$ cat src/rtl/ultrasonic_hit_detector_if.sv
// Sensor pins plus the hit-event valid/ack bus between the ultrasonic detector and the game datapath.
// The master side is the datapath or bench; the slave side is the detector.
interface ultrasonic_hit_detector_if #(
    parameter int NUM_SENSORS = 4
);
    logic                   enable;
    logic [NUM_SENSORS-1:0] echo;
    logic                   hit_ack;
    logic [NUM_SENSORS-1:0] trig;
    logic [3:0]             box_address;
    logic                   hit_valid;
    logic                   busy;

    modport master (
        output enable,
        output echo,
        output hit_ack,
        input  trig,
        input  box_address,
        input  hit_valid,
        input  busy
    );

    modport slave (
        input  enable,
        input  echo,
        input  hit_ack,
        output trig,
        output box_address,
        output hit_valid,
        output busy
    );
endinterface

$ cat src/rtl/ultrasonic_hit_detector.sv
// Round-robin HC-SR04 poller: triggers one sensor at a time and times its echo pulse.
// It confirms hits over consecutive pings and presents one event per hand under valid/ack.
module ultrasonic_hit_detector #(
    parameter int NUM_SENSORS  = 4,
    parameter int TRIG_CYCLES  = 500,
    parameter int ECHO_TIMEOUT = 1_500_000,
    parameter int HIT_MIN      = 3_000,
    parameter int HIT_MAX      = 29_000,
    parameter int GAP_CYCLES   = 500_000,
    parameter int HIT_CONFIRM  = 2
) (
    input  logic                    clock,
    input  logic                    reset,
    ultrasonic_hit_detector_if.slave bus
);
    localparam int CNT_MAX_A = (ECHO_TIMEOUT > GAP_CYCLES) ? ECHO_TIMEOUT : GAP_CYCLES;
    localparam int CNT_MAX   = (CNT_MAX_A > TRIG_CYCLES) ? CNT_MAX_A : TRIG_CYCLES;
    localparam int CNT_W     = $clog2(CNT_MAX + 1);

    localparam logic [CNT_W-1:0] TRIG_LAST = CNT_W'(TRIG_CYCLES - 1);
    localparam logic [CNT_W-1:0] ECHO_LAST = CNT_W'(ECHO_TIMEOUT - 1);
    localparam logic [CNT_W-1:0] GAP_LAST  = CNT_W'(GAP_CYCLES - 1);
    localparam logic [CNT_W-1:0] WIN_MIN   = CNT_W'(HIT_MIN);
    localparam logic [CNT_W-1:0] WIN_MAX   = CNT_W'(HIT_MAX);
    localparam logic [2:0]       CONF_FULL = 3'(HIT_CONFIRM);
    localparam logic [3:0]       SEL_LAST  = 4'(NUM_SENSORS - 1);

    typedef enum logic [2:0] {
        S_IDLE,
        S_TRIG,
        S_WAIT_RISE,
        S_MEASURE,
        S_GAP
    } state_t;

    state_t                 state_reg, state_next;
    logic [CNT_W-1:0]       counter_reg, counter_next;
    logic [3:0]             sel_reg, sel_next;
    logic [NUM_SENSORS-1:0] echo_meta_reg, echo_sync_reg, echo_last_reg;
    logic [NUM_SENSORS-1:0] sel_onehot;
    logic [NUM_SENSORS-1:0] fire_vec;
    logic                   echo_sel, echo_rise;
    logic                   reading_valid, reading_hit;
    logic                   fire;
    logic                   hit_valid_reg;
    logic [3:0]             box_address_reg;

    // Two-flop synchronizer, plus one more stage so a rise is a synced 0->1 transition.
    always_ff @(posedge clock) begin
        if (reset) begin
            echo_meta_reg <= '0;
            echo_sync_reg <= '0;
            echo_last_reg <= '0;
        end else begin
            echo_meta_reg <= bus.echo;
            echo_sync_reg <= echo_meta_reg;
            echo_last_reg <= echo_sync_reg;
        end
    end

    genvar gi;
    generate
        for (gi = 0; gi < NUM_SENSORS; gi++) begin : g_sel
            assign sel_onehot[gi] = (sel_reg == 4'(gi));
        end
    endgenerate

    assign echo_sel  = |(echo_sync_reg & sel_onehot);
    assign echo_rise = echo_sel & ~(|(echo_last_reg & sel_onehot));

    always_ff @(posedge clock) begin
        if (reset) begin
            state_reg   <= S_IDLE;
            counter_reg <= '0;
            sel_reg     <= '0;
        end else begin
            state_reg   <= state_next;
            counter_reg <= counter_next;
            sel_reg     <= sel_next;
        end
    end

    always_comb begin
        state_next    = state_reg;
        counter_next  = counter_reg;
        sel_next      = sel_reg;
        reading_valid = 1'b0;
        reading_hit   = 1'b0;
        case (state_reg)
            S_IDLE: begin
                if (bus.enable) begin
                    state_next   = S_TRIG;
                    counter_next = '0;
                end
            end
            S_TRIG: begin
                if (counter_reg >= TRIG_LAST) begin
                    state_next   = S_WAIT_RISE;
                    counter_next = '0;
                end else begin
                    counter_next = counter_reg + 1'b1;
                end
            end
            S_WAIT_RISE: begin
                // The rise cycle is the first high sample, hence the count starts at 1.
                if (echo_rise) begin
                    state_next   = S_MEASURE;
                    counter_next = CNT_W'(1);
                end else if (counter_reg >= ECHO_LAST) begin
                    reading_valid = 1'b1;
                    state_next    = S_GAP;
                    counter_next  = '0;
                end else begin
                    counter_next = counter_reg + 1'b1;
                end
            end
            S_MEASURE: begin
                if (!echo_sel) begin
                    reading_valid = 1'b1;
                    reading_hit   = (counter_reg >= WIN_MIN) && (counter_reg <= WIN_MAX);
                    state_next    = S_GAP;
                    counter_next  = '0;
                end else if (counter_reg >= ECHO_LAST) begin
                    reading_valid = 1'b1;
                    state_next    = S_GAP;
                    counter_next  = '0;
                end else begin
                    counter_next = counter_reg + 1'b1;
                end
            end
            S_GAP: begin
                if (counter_reg >= GAP_LAST) begin
                    sel_next     = (sel_reg >= SEL_LAST) ? 4'd0 : sel_reg + 4'd1;
                    state_next   = bus.enable ? S_TRIG : S_IDLE;
                    counter_next = '0;
                end else begin
                    counter_next = counter_reg + 1'b1;
                end
            end
            default: begin
                state_next   = S_IDLE;
                counter_next = '0;
            end
        endcase
    end

    // Per-sensor confirm count and re-arm flag; a sensor fires once per continuous hit run.
    generate
        for (gi = 0; gi < NUM_SENSORS; gi++) begin : g_sensor
            logic [2:0] conf_reg;
            logic [2:0] conf_next;
            logic       armed_reg;

            assign conf_next = (conf_reg >= CONF_FULL) ? CONF_FULL : conf_reg + 3'd1;
            assign fire_vec[gi] = sel_onehot[gi] & reading_valid & reading_hit &
                                  (conf_next == CONF_FULL) & armed_reg;

            always_ff @(posedge clock) begin
                if (reset) begin
                    conf_reg  <= '0;
                    armed_reg <= 1'b1;
                end else if (sel_onehot[gi] && reading_valid) begin
                    if (reading_hit) begin
                        conf_reg <= conf_next;
                        if (conf_next == CONF_FULL) begin
                            armed_reg <= 1'b0;
                        end
                    end else begin
                        conf_reg  <= '0;
                        armed_reg <= 1'b1;
                    end
                end
            end
        end
    endgenerate

    assign fire = |fire_vec;

    // A confirm that finds the slot occupied and unacked is dropped.
    always_ff @(posedge clock) begin
        if (reset) begin
            hit_valid_reg   <= 1'b0;
            box_address_reg <= 4'd0;
        end else if (fire && (!hit_valid_reg || bus.hit_ack)) begin
            hit_valid_reg   <= 1'b1;
            box_address_reg <= sel_reg + 4'd1;
        end else if (hit_valid_reg && bus.hit_ack) begin
            hit_valid_reg   <= 1'b0;
            box_address_reg <= 4'd0;
        end
    end

    assign bus.trig        = (state_reg == S_TRIG) ? sel_onehot : '0;
    assign bus.busy        = (state_reg != S_IDLE);
    assign bus.hit_valid   = hit_valid_reg;
    assign bus.box_address = box_address_reg;
endmodule

$ cat src/flat_wrapper.sv
// flat-port wrapper written by rule: the top's interface ports become plain ports
module ultrasonic_hit_detector_flat 
#(
    parameter int NUM_SENSORS  = 4,
    parameter int TRIG_CYCLES  = 500,
    parameter int ECHO_TIMEOUT = 1_500_000,
    parameter int HIT_MIN      = 3_000,
    parameter int HIT_MAX      = 29_000,
    parameter int GAP_CYCLES   = 500_000,
    parameter int HIT_CONFIRM  = 2
)
  (clock, reset, bus_enable, bus_echo, bus_hit_ack, bus_trig, bus_box_address, bus_hit_valid, bus_busy);
  ultrasonic_hit_detector_if #(.NUM_SENSORS(NUM_SENSORS)) bus_i ();
  input  logic clock;
  input  logic reset;
  input wire logic [$bits(bus_i.enable)-1:0] bus_enable;
  input wire logic [$bits(bus_i.echo)-1:0] bus_echo;
  input wire logic [$bits(bus_i.hit_ack)-1:0] bus_hit_ack;
  output wire logic [$bits(bus_i.trig)-1:0] bus_trig;
  output wire logic [$bits(bus_i.box_address)-1:0] bus_box_address;
  output wire logic [$bits(bus_i.hit_valid)-1:0] bus_hit_valid;
  output wire logic [$bits(bus_i.busy)-1:0] bus_busy;
  assign bus_i.enable = bus_enable;
  assign bus_i.echo = bus_echo;
  assign bus_i.hit_ack = bus_hit_ack;
  assign bus_trig = bus_i.trig;
  assign bus_box_address = bus_i.box_address;
  assign bus_hit_valid = bus_i.hit_valid;
  assign bus_busy = bus_i.busy;
  ultrasonic_hit_detector #(.NUM_SENSORS(NUM_SENSORS), .TRIG_CYCLES(TRIG_CYCLES), .ECHO_TIMEOUT(ECHO_TIMEOUT), .HIT_MIN(HIT_MIN), .HIT_MAX(HIT_MAX), .GAP_CYCLES(GAP_CYCLES), .HIT_CONFIRM(HIT_CONFIRM)) u_core (.clock(clock), .reset(reset), .bus(bus_i));
endmodule
$ cat config.mk
export PLATFORM = sky130hd
export DESIGN_NAME = ultrasonic_hit_detector_flat
export DESIGN_NICKNAME = d
export VERILOG_FILES = /design/src/rtl/ultrasonic_hit_detector_if.sv /design/src/rtl/ultrasonic_hit_detector.sv /design/src/flat_wrapper.sv
export SDC_FILE = /design/constraint.sdc
export NUM_CORES = 1
export LEC_CHECK = 0
export BUFFER_PORTS_ARGS = -buffer_cell sky130_fd_sc_hd__buf_2
export CELL_PAD_IN_SITES_DETAIL_PLACEMENT = 0
export CELL_PAD_IN_SITES_GLOBAL_PLACEMENT = 1
export CORE_MARGIN = 2
export CORE_UTILIZATION = 30
export CTS_BUF_LIST = sky130_fd_sc_hd__clkbuf_4
export DETAILED_ROUTE_END_ITERATION = 10
export PLACE_DENSITY = 0.57
export SETUP_SLACK_MARGIN = 0.1
export SLEW_MARGIN = 20
export SYNTH_ARGS = -nofsm -noshare
export SYNTH_HDL_FRONTEND = slang
export SYNTH_SLANG_ARGS = --single-unit
$ cat constraint.sdc
create_clock -name clock -period 2.7 [get_ports clock]
set_clock_uncertainty 0.1 [all_clocks]
set_input_delay 0.81 -clock clock [delete_from_list [all_inputs] [get_ports clock]]
set_output_delay 0.81 -clock clock [all_outputs]
set_load 0.01 [all_outputs]
==> impl_metrics.csv, run 1 <==
group,metric,value,unit
global_routing,grt_first_pass_wirelength,15.6,mm
worst_setup_path,cpMostUsedCell,"buf_6",
routing,dr.pass1.iters,4,
worst_setup_path,cp_slowest_cell,"or3_4",
run,cap_violations,0,
worst_setup_path,timing.rr.start,"u_core.sel_reg[0]$_SDFFE_PP0P_",
worst_setup_path,reg2reg_depth,10,
routing,drt_iter0_drc,140,
yosys,syn_area,3430,µm²
routing,wl_per_cell,15.2,µm
placement,globalplace.congestion,0.810,
clock_tree,cts_buffer_depth,2,
floorplan,std_cell_rows,39,
routing,vias_per_cell,5.27,
cells_and_area,fin_area,4060,µm²
worst_setup_path,rrSetupSlack,0.26,ns
cells_and_area,area_delta_synth_final,18.3,%
floorplan,die_h,111,µm
global_routing,grt_max_degree,29,
worst_setup_path,cp-start-kind,"flop",
cells_and_area,final_cells,594,
worst_setup_path,critPathKind,"flop to output port",
clock_tree,path_clk_slew,0.12,ns
cells_and_area,nets,466,
power_and_ir_drop,ir_drop,0.323,mV
yosys,ys_ff_latch,61,
clock_tree,cts_tree,"done",
global_routing,antenna_found_initial,2,
yosys,async_reset_ff_share,0,%
worst_setup_path,crit_family,"simple AND/OR/NAND/NOR gates",
yosys,yosysWarnings,0,
floorplan,core,11300,µm²
cells_and_area,largest_register_ffs,21,
sta,slew_headroom,64.2,%
yosys,synth_cells,418,
global_routing,gr-total-overflow,0,
placement,place_inst,570,
clock_tree,ctsHoldBuffers,0,
yosys,synth.distinct_cells,64,
sta,max_freq,0.383,GHz
worst_setup_path,required,1.79,ns
sta,tightest_slew,0.536,ns
floorplan,initial_core_util,30.4,%
worst_setup_path,timing.critical_path.slowest_cell_delay,0.39,ns
routing,totalWireLength,9.00,mm
routing,vias,3130,
clock_tree,root_buffer,"clkbuf_4",
clock_tree,clock-sinks,61,
clock_tree,h-tree-depth,3,
placement,place_area,3660,µm²
floorplan,die_w,111,µm
cells_and_area,layout-drive-gt1-share,22.7,%
sta,post-route-period-util,96.7,%
run_status,outcome,"complete, no violations",
yosys,ys_seq_area_share,35.6,%
sta,setup_viol,0,
yosys,synthFlopType,"dfxtp_1",
hold_path,hp-start,"u_core.echo_meta_reg[0]$_SDFF_PP0_",
cells_and_area,final_core_util,36.0,%
worst_setup_path,crit_path_end_kind,"output port",
worst_setup_path,path_cells,"inv_2 > or3_4 > nor3_4 > buf_6 > and2_4 > buf_6",
worst_setup_path,path_buf_inv,3,
routing,drc_errors,0,
worst_setup_path,crit_fanout,4,
cells_and_area,nFillCells,1189,
worst_setup_path,crit_arrival,1.70,ns
sta,hold_viol,0,
yosys,syn_nets,440,
worst_setup_path,r2r_end,"u_core.g_sensor[0].conf_reg[0]$_SDFFE_PP0P_",
placement,hpwl,6.19,mm
clock_tree,clkLatencyLatePin,0.43,ns
placement,io_buffers,17,
clock_tree,cts_buffers,9,
hold_path,hold_end,"u_core.echo_sync_reg[0]$_SDFF_PP0_",
hold_path,min_path_cells,1,
global_routing,first_global_vias,3112,
power_and_ir_drop,power_density,478,nW/µm²
hold_path,min_path_type,"flop to flop",
sta,layout_setup_ws,0.0894,ns
sta,period_needed,2.61,ns
floorplan,die-area,12300,µm²
floorplan,ioPinCount,18,
yosys,avgSynthCellArea,8.20,µm²
placement,dp_slack,-0.127,ns
sta,report.final.slew_viol_count,0,
global_routing,track_usage,15.6,%
routing,ant_nets,0,
sta,rsz0062_at_grt,"true",
yosys,synth_edf_count,0,
power_and_ir_drop,p_leak,1.44,nW
-- layout by cell type (no fill, tap or decap), types with 3 or more instances in the layout --
cell type   n
a211oi_1    3
a21o_1      4
a21oi_1     5
a22oi_1     3
a31o_1      3
a31oi_1    10
and2_1      5
and2_4      5
and3_1      4
buf_2      13
buf_4      21
buf_6       5
clkbuf_4   10
clkinv_4    3
dfxtp_1    54
dfxtp_2     4
dfxtp_4     3
ha_1       10
inv_1      13
mux2i_1     5
nand2_1    48
nand2b_1    4
nand3_1    38
nand4_1    11
nor2_1     27
nor2b_1    13
nor3_1     17
o211ai_1    6
o211ai_2    4
o21ai_0     3
o21ai_1    17
o22ai_1     3
o311ai_1    8
o31a_1      5
o32ai_1     3
or3_1       4
xnor2_1     3
-- layout make-up --
class / count / area [µm²] / share of cell area (%)
timing repair buffer: 39 / 279 / 6.88
clock buffer: 10 / 75.1 / 1.85
antenna: 2 / 5.00 / 0.123
multi-input combinational: 317 / 2120 / 52.3
inverter: 16 / 63.8 / 1.57
sequential: 61 / 1240 / 30.5
clock inverter: 6 / 95.1 / 2.34
tap: 143 / 179 / 4.41
-- through the flow --
step | hold slack (ns) | TNS [ns] | total power, mW
after floorplan | 0.314 | 0 | 1.09
after global placement | 0.321 | -1.57 | 1.15
after global routing | 0.368 | -0.0257 | 2.03
after detailed placement | 0.320 | -1.12 | 1.15
after CTS | 0.351 | 0 | 1.96
final | 0.350 | 0 | 1.94
-- worst reg2reg max path, stage by stage (launching register included) --
cell        delay (ns)
dfxtp_4           0.40
clkinvlp_4        0.14
ha_4              0.21
a22o_1            0.25
o21ai_4           0.24
nand2_2           0.13
a2111oi_4         0.28
buf_4             0.20
and2_4            0.20
nand3_1           0.09
o21ai_1           0.13
-- per-layer routing --
layer / global-route usage [%] / share of wire (%) / vias to the layer above
met4: 5.25 / 1.7 / 0
met5: 0 / 0 / -
li1: - / - / 1588
met1: 19.3 / 46 / 1467
met3: 4.43 / 4.0 / 14
met2: 25.9 / 49 / 61
-- Yosys cell counts, types with 9 or more instances --
cell	instances	area [µm²]
dfxtp_1	61	1220
nand2_1	49	184
nand3_1	38	190
nor2_1	28	105
nor3_1	19	95.1
o21ai_1	17	85.1
ha_1	14	175
inv_1	14	52.6
nor2b_1	13	81.3
a31oi_1	11	68.8
nand4_1	11	68.8
and2_1	10	62.6
clkbuf_1	9	33.8
-- cell families (layout without fill, tap and decap cells) --
group / count (synthesis) / count (layout) / synth area share [%]
compound gates: 95 / 95 / 20.4
xor+xnor: 3 / 3 / 0.766
fa+ha+maj: 14 / 14 / 5.11
buf+inv: 40 / 71 / 6.46
flops: 61 / 61 / 35.6
mux: 6 / 6 / 1.79
other cells: 0 / 2 / 0
simple gates: 199 / 199 / 29.9
-- how the worst max path moves through the flow --
| stage | from | endpoint | slack (ns) | cells past startpoint |
|---|---|---|---|---|
| 4_1_cts | u_core.state_reg[0]$_SDFFE_PP0P_ | bus_trig[0] | 0.05 | 6 |
| 5_1_grt | u_core.state_reg[0]$_SDFFE_PP0P_ | bus_trig[0] | -0.009 | 6 |
| 3_3_place_gp | u_core.sel_reg[0]$_SDFFE_PP0P_ | u_core.g_sensor[3].conf_reg[0]$_SDFFE_PP0P_ | -0.16 | 10 |
| 6_report | u_core.state_reg[0]$_SDFFE_PP0P_ | bus_trig[2] | 0.09 | 6 |
| 3_5_place_dp | u_core.sel_reg[0]$_SDFFE_PP0P_ | u_core.g_sensor[0].conf_reg[0]$_SDFFE_PP0P_ | -0.13 | 10 |
| 2_1_floorplan | u_core.counter_reg[1]$_SDFFE_PP0P_ | u_core.counter_reg[18]$_SDFFE_PP0P_ | 0.35 | 8 |
-- power breakdown --
| group | switching (mW) | internal, mW |
|---|---|---|
| sequential | 0.0130 | 0.914 |
| clock | 0.386 | 0.394 |
| combinational | 0.141 | 0.0916 |
-- what timing repair did --
| item | in CTS | in global routing |
|---|---|---|
| endpoints found under the setup margin | 16 | 41 |
| pin swaps | 0 | 5 |
| setup buffers | 4 | 2 |
| endpoints found under the hold margin | 0 | 0 |
| resized for setup | 12 | 32 |
| cloned | 0 | 0 |
Note: power is estimated with default switching activity, not from simulation.
==> inputs of run 2 (changes only) <==
--- a/config.mk
+++ b/config.mk
@@ -12,6 +12,7 @@
 export CORE_UTILIZATION = 30
 export CTS_BUF_LIST = sky130_fd_sc_hd__clkbuf_4
 export DETAILED_ROUTE_END_ITERATION = 10
+export GPL_TIMING_DRIVEN = 0
 export PLACE_DENSITY = 0.57
 export SETUP_SLACK_MARGIN = 0.1
 export SLEW_MARGIN = 20
==> run 2 against run 1 <==
Fmax down 0.56%. Combinational power up 9.0%. Die area unchanged. Largest cell class unchanged. Highest routed layer unchanged.
==> impl_metrics.csv, run 2 (same netlist as run 1, synthesis figures left out) <==
group,metric,value,unit
global_routing,grt_max_degree,13,
worst_setup_path,r2r_end,"u_core.counter_reg[19]$_SDFFE_PP0P_",
cells_and_area,mostFrequentLayoutCells,"53 x dfxtp_1, 48 x nand2_1, 37 x nand3_1",
power_and_ir_drop,p_leak,1.48,nW
routing,drc_errors,0,
hold_path,hold_end,"u_core.echo_sync_reg[3]$_SDFF_PP0_",
power_and_ir_drop,ir_drop,0.336,mV
cells_and_area,largest_register_ffs,21,
sta,tns,0,ns
floorplan,ioPinCount,18,
sta,tightest_slew,0.693,ns
clock_tree,path_clk_slew,0.13,ns
routing,ant_nets,0,
sta,rsz0062_at_grt,"true",
placement,io_buffers,17,
hold_path,min_path_cells,1,
floorplan,die-area,12300,µm²
worst_setup_path,crit_arrival,1.72,ns
sta,period_needed,2.63,ns
worst_setup_path,required,1.79,ns
cells_and_area,final_core_util,36.8,%
cells_and_area,final_common_cell,"dfxtp_1",
power_and_ir_drop,total_power,1.95,mW
routing,vias_per_cell,5.20,
run,cap_violations,0,
worst_setup_path,timing.rr.start,"u_core.counter_reg[10]$_SDFFE_PP0P_",
global_routing,gr-total-overflow,0,
clock_tree,cts_buffers,9,
sta,post-route-period-util,97.2,%
clock_tree,cts_buffer_depth,2,
global_routing,first_global_vias,3131,
global_routing,grt_first_pass_wirelength,15.6,mm
hold_path,hp-start,"u_core.echo_meta_reg[3]$_SDFF_PP0_",
clock_tree,cts_tree,"done",
clock_tree,clkLatencyLatePin,0.43,ns
routing,wl_per_cell,15.7,µm
power_and_ir_drop,power_density,471,nW/µm²
routing,vias,3132,
routing,dr.pass1.iters,4,
cells_and_area,layout-drive-gt1-share,22.7,%
global_routing,antenna_found_initial,0,
clock_tree,clock-sinks,61,
worst_setup_path,cp-start-kind,"flop",
cells_and_area,nets,476,
floorplan,std_cell_rows,39,
hold_path,min_path_type,"flop to flop",
worst_setup_path,reg2reg_depth,8,
worst_setup_path,timing.critical_path.slowest_cell_delay,0.35,ns
worst_setup_path,crit_path_end_kind,"output port",
floorplan,initial_core_util,30.4,%
routing,drt_iter0_drc,177,
sta,max_freq,0.381,GHz
cells_and_area,antenna_cells,0,
worst_setup_path,path_cells,"buf_6 > inv_4 > or3_4 > nor3_4 > and2_1 > buf_2",
floorplan,die_w,111,µm
cells_and_area,area_delta_synth_final,20.9,%
floorplan,die_h,111,µm
worst_setup_path,critPathKind,"flop to output port",
worst_setup_path,crit_family,"simple AND/OR/NAND/NOR gates",
clock_tree,root_buffer,"clkbuf_4",
run_status,outcome,"complete, no violations",
global_routing,track_usage,15.8,%
sta,report.final.slew_viol_count,0,
sta,setup_viol,0,
sta,hold_viol,0,
placement,hpwl,6.74,mm
worst_setup_path,path_buf_inv,3,
floorplan,core,11300,µm²
routing,totalWireLength,9.45,mm
worst_setup_path,rrSetupSlack,0.25,ns
placement,globalplace.congestion,0.864,
worst_setup_path,cp_slowest_cell,"dfxtp_2",
clock_tree,h-tree-depth,3,
worst_setup_path,crit_fanout,4,
sta,slew_headroom,53.8,%
clock_tree,ctsHoldBuffers,0,
## run 2: timing repair
item                       4_1_cts  5_1_grt
buffers inserted                 6        3
gates resized for setup         24       30
pin swaps                        2       13
setup endpoints to repair       43       43
## run 2: power breakdown
group          switching (mW)  internal (mW)
clock network           0.390          0.380
logic                   0.152          0.103
registers              0.0147          0.916
total                   0.556           1.40
## run 2: cell type report
type                       instances  area (µm²)
buffer                            23         173
clock buffer                       9        67.6
clock inverter                     7        98.8
fill                            1170        7130
inverter                          16        62.6
multi-input combinational        317        2160
sequential                        61        1240
tap                              143         179
timing repair buffer              26         171
## run 2: metal layers
layer	share of wire, %	up-vias	GRT usage [%]
li1	-	1603	-
met1	46	1449	19.1
met2	49	64	27.2
met3	3.5	16	3.61
met4	1.9	0	6.08
met5	0	-	0
## run 2: worst max-delay path by stage
stage                                            start                                endpoint  slack (ns)  cells after the start
floorplan           u_core.counter_reg[1]$_SDFFE_PP0P_     u_core.counter_reg[18]$_SDFFE_PP0P_        0.35                      8
detailed placement      u_core.sel_reg[0]$_SDFFE_PP0P_  u_core.bus.box_address[0]$_SDFFE_PP0P_       -0.32                     10
global placement        u_core.sel_reg[0]$_SDFFE_PP0P_  u_core.bus.box_address[0]$_SDFFE_PP0P_       -0.29                     10
CTS                   u_core.state_reg[0]$_SDFFE_PP0P_                             bus_trig[1]      -0.005                      6
global route          u_core.state_reg[0]$_SDFFE_PP0P_                             bus_trig[3]       -0.01                      6
finish                u_core.state_reg[0]$_SDFFE_PP0P_                             bus_trig[3]        0.07                      6
## run 2: per-stage QoR
stage	cells	instance area [µm²]	setup slack, ns	hold WS (ns)
5_1_grt	602	4150	-0.0125	0.360
6_report	602	4150	0.0746	0.349
3_5_place_dp	578	3690	-0.317	0.325
3_3_place_gp	578	3690	-0.293	0.318
2_1_floorplan	418	3430	0.350	0.314
4_1_cts	599	4000	-0.00468	0.353
## run 2: worst register-to-register path, cell delays in order (launching register included)
cell and delay (ns):
dfxtp_1 0.40, or3_1 0.40, or3_1 0.31, o21bai_1 0.25, a21o_1 0.20, a21o_1 0.10, buf_4 0.18, nand2_4 0.13
o311ai_1 0.29
==> inputs of run 3 (changes only) <==
==> constraint.sdc (replaced) <==
create_clock -name clock -period 3.25 [get_ports clock]
set_clock_uncertainty 0.1 [all_clocks]
set_input_delay 0.975 -clock clock [delete_from_list [all_inputs] [get_ports clock]]
set_output_delay 0.975 -clock clock [all_outputs]
set_load 0.01 [all_outputs]
==> run 3 against run 2 <==
Die area did not move. Count of clock-buffer cells in the layout did not move. Non-clock buffer count fell by 8. Cell count fell by 1.3%. First-iteration DRC count fell by 6.8%. Flip-flop and latch count did not move. Clock power fell by 17%. Combinational power fell by 30%. Power fell by 19%. Sequential share of layout area rose by 1.7 points. Utilization fell by 2.4 points. Routed wire length fell by 2.1%.
==> impl_metrics.csv, run 3 (same netlist as run 1, synthesis figures left out) <==
group,metric,value,unit
clock_tree,h-tree-depth,3,
clock_tree,ctsHoldBuffers,0,
placement,io_buffers,17,
cells_and_area,nFillCells,1193,
floorplan,die-area,12300,µm²
worst_setup_path,path_cells,"buf_2 > inv_2 > or3_1 > nor3_4 > and2_1 > buf_2",
worst_setup_path,cp_slowest_cell,"or3_1",
cells_and_area,multiInputGateArea,2000,µm²
floorplan,die_h,111,µm
routing,wl_per_cell,15.6,µm
routing,totalWireLength,9.25,mm
placement,globalplace.congestion,0.864,
power_and_ir_drop,seqPwrFrac,48.5,%
worst_setup_path,crit_arrival,1.96,ns
routing,ant_nets,0,
sta,hold_viol,0,
routing,vias_per_cell,5.20,
sta,period_needed,3.03,ns
global_routing,first_global_vias,3045,
clock_tree,path_clk_slew,0.12,ns
clock_tree,cts_buffers,9,
hold_path,min_path_type,"flop to flop",
power_and_ir_drop,internal-power,1.14,mW
sta,report.final.slew_viol_count,0,
cells_and_area,final_common_cell,"dfxtp_1",
clock_tree,root_buffer,"clkbuf_4",
clock_tree,cts_buffer_depth,2,
routing,drc_errors,0,
sta,setup_viol,0,
sta,post-route-period-util,93.3,%
clock_tree,clock-sinks,61,
sta,rsz0062_at_grt,"true",
run,cap_violations,0,
global_routing,track_usage,15.5,%
power_and_ir_drop,p_leak,1.41,nW
run_status,outcome,"complete, no violations",
sta,slew_headroom,54.4,%
worst_setup_path,timing.critical_path.slowest_cell_delay,0.43,ns
placement,hpwl,6.74,mm
worst_setup_path,cpMostUsedCell,"buf_2",
sta,max_freq,0.330,GHz
floorplan,core,11300,µm²
global_routing,gr-total-overflow,0,
clock_tree,clkLatencyLatePin,0.42,ns
clock_tree,cts_setup_buffers,0,
cells_and_area,largest_register_ffs,21,
sta,tns,0,ns
worst_setup_path,crit_path_end_kind,"output port",
global_routing,grt_max_degree,13,
routing,vias,3091,
power_and_ir_drop,p_sw,449,µW
floorplan,std_cell_rows,39,
cells_and_area,layout-drive-gt1-share,14.9,%
clock_tree,cts_tree,"done",
power_and_ir_drop,power_density,409,nW/µm²
cells_and_area,mostFrequentLayoutCells,"61 x dfxtp_1, 49 x nand2_1, 38 x nand3_1",
cells_and_area,antenna_cells,0,
worst_setup_path,crit_fanout,10,
cells_and_area,area_delta_synth_final,13.0,%
worst_setup_path,critPathKind,"flop to output port",
cells_and_area,final_core_util,34.4,%
power_and_ir_drop,ir_drop,0.278,mV
floorplan,die_w,111,µm
worst_setup_path,cp-start-kind,"flop",
power_and_ir_drop,p_comb_share,11.3,%
sta,tightest_slew,0.685,ns
worst_setup_path,required,2.17,ns
cells_and_area,ff_latch_area,1220,µm²
routing,drt_iter0_drc,165,
power_and_ir_drop,clockPowerShare,40.2,%
floorplan,initial_core_util,30.4,%
global_routing,grt_first_pass_wirelength,15.3,mm
global_routing,antenna_found_initial,0,
placement,place_inst,578,
cells_and_area,final_cells,594,
floorplan,ioPinCount,18,
power_and_ir_drop,swShare,28.3,%
cells_and_area,nets,468,
routing,dr.pass1.iters,4,
==> run 3: changes by cell type in the layout (fill, tap and decap cells not counted), moves of 6 or more <==
cell,before,now
buf_2,15,22
buf_4,12,2
dfxtp_1,53,61
dfxtp_2,6,0
==> run 3: what timing repair did <==
| item | 4_1_cts | 5_1_grt |
|---|---|---|
| pin swaps | 0 | 0 |
| gates resized for setup | 1 | 2 |
| endpoints found under the setup margin | 4 | 9 |
==> run 3: path summary, 6_finish.rpt <==
check / startpoint / endpoint / slack (ns) / cells past startpoint
worst max register to register: u_core.sel_reg[0]$_SDFFE_PP0P_ / u_core.bus.box_address[0]$_SDFFE_PP0P_ / 0.37 / 10
worst min-delay path: u_core.echo_meta_reg[3]$_SDFF_PP0_ / u_core.echo_sync_reg[3]$_SDFF_PP0_ / 0.35 / 1
worst max-delay path: u_core.state_reg[0]$_SDFFE_PP0P_ / bus_trig[2] / 0.22 / 6
worst min register to register: u_core.echo_meta_reg[3]$_SDFF_PP0_ / u_core.echo_sync_reg[3]$_SDFF_PP0_ / 0.35 / 1
==> run 3: power groups by stage <==
stage	clock (mW)	sequential, mW	combinational, mW
6_report	0.637	0.770	0.179
5_1_grt	0.700	0.771	0.199
4_1_cts	0.669	0.769	0.179
3_5_place_dp	0	0.786	0.178
3_3_place_gp	0	0.786	0.179
2_1_floorplan	0	0.783	0.123
==> run 3: worst max-delay path, delay by kind of cell (launching register included) <==
kind          cells  cell delay [ns]
buf+inv           3             0.40
flops             1             0.33
simple gates      3             0.80
==> run 3: stage by stage <==
stage	power [mW]	hold slack, ns	area [µm²]	worst slack (ns)
floorplan	0.907	0.314	3430	0.900
global placement	0.965	0.318	3690	0.257
detailed placement	0.965	0.325	3690	0.233
CTS	1.62	0.353	3860	0.167
global route	1.67	0.360	3880	0.0984
finish	1.59	0.350	3880	0.218
==> run 3: layout make-up <==
cell class | instances | area share (%)
multi-input combinational | 317 | 51.7
sequential | 61 | 31.5
tap | 143 | 4.62
buffer | 24 | 4.16
clock inverter | 7 | 2.55
timing repair buffer | 17 | 2.19
clock buffer | 9 | 1.74
inverter | 16 | 1.55
==> run 3: layer usage <==
| layer | wire length, µm | GRT usage (%) |
|---|---|---|
| met5 | 0 | 0 |
| met1 | 4380 | 19.0 |
| met3 | 287 | 3.55 |
| met2 | 4380 | 26.1 |
| met4 | 199 | 6.33 |
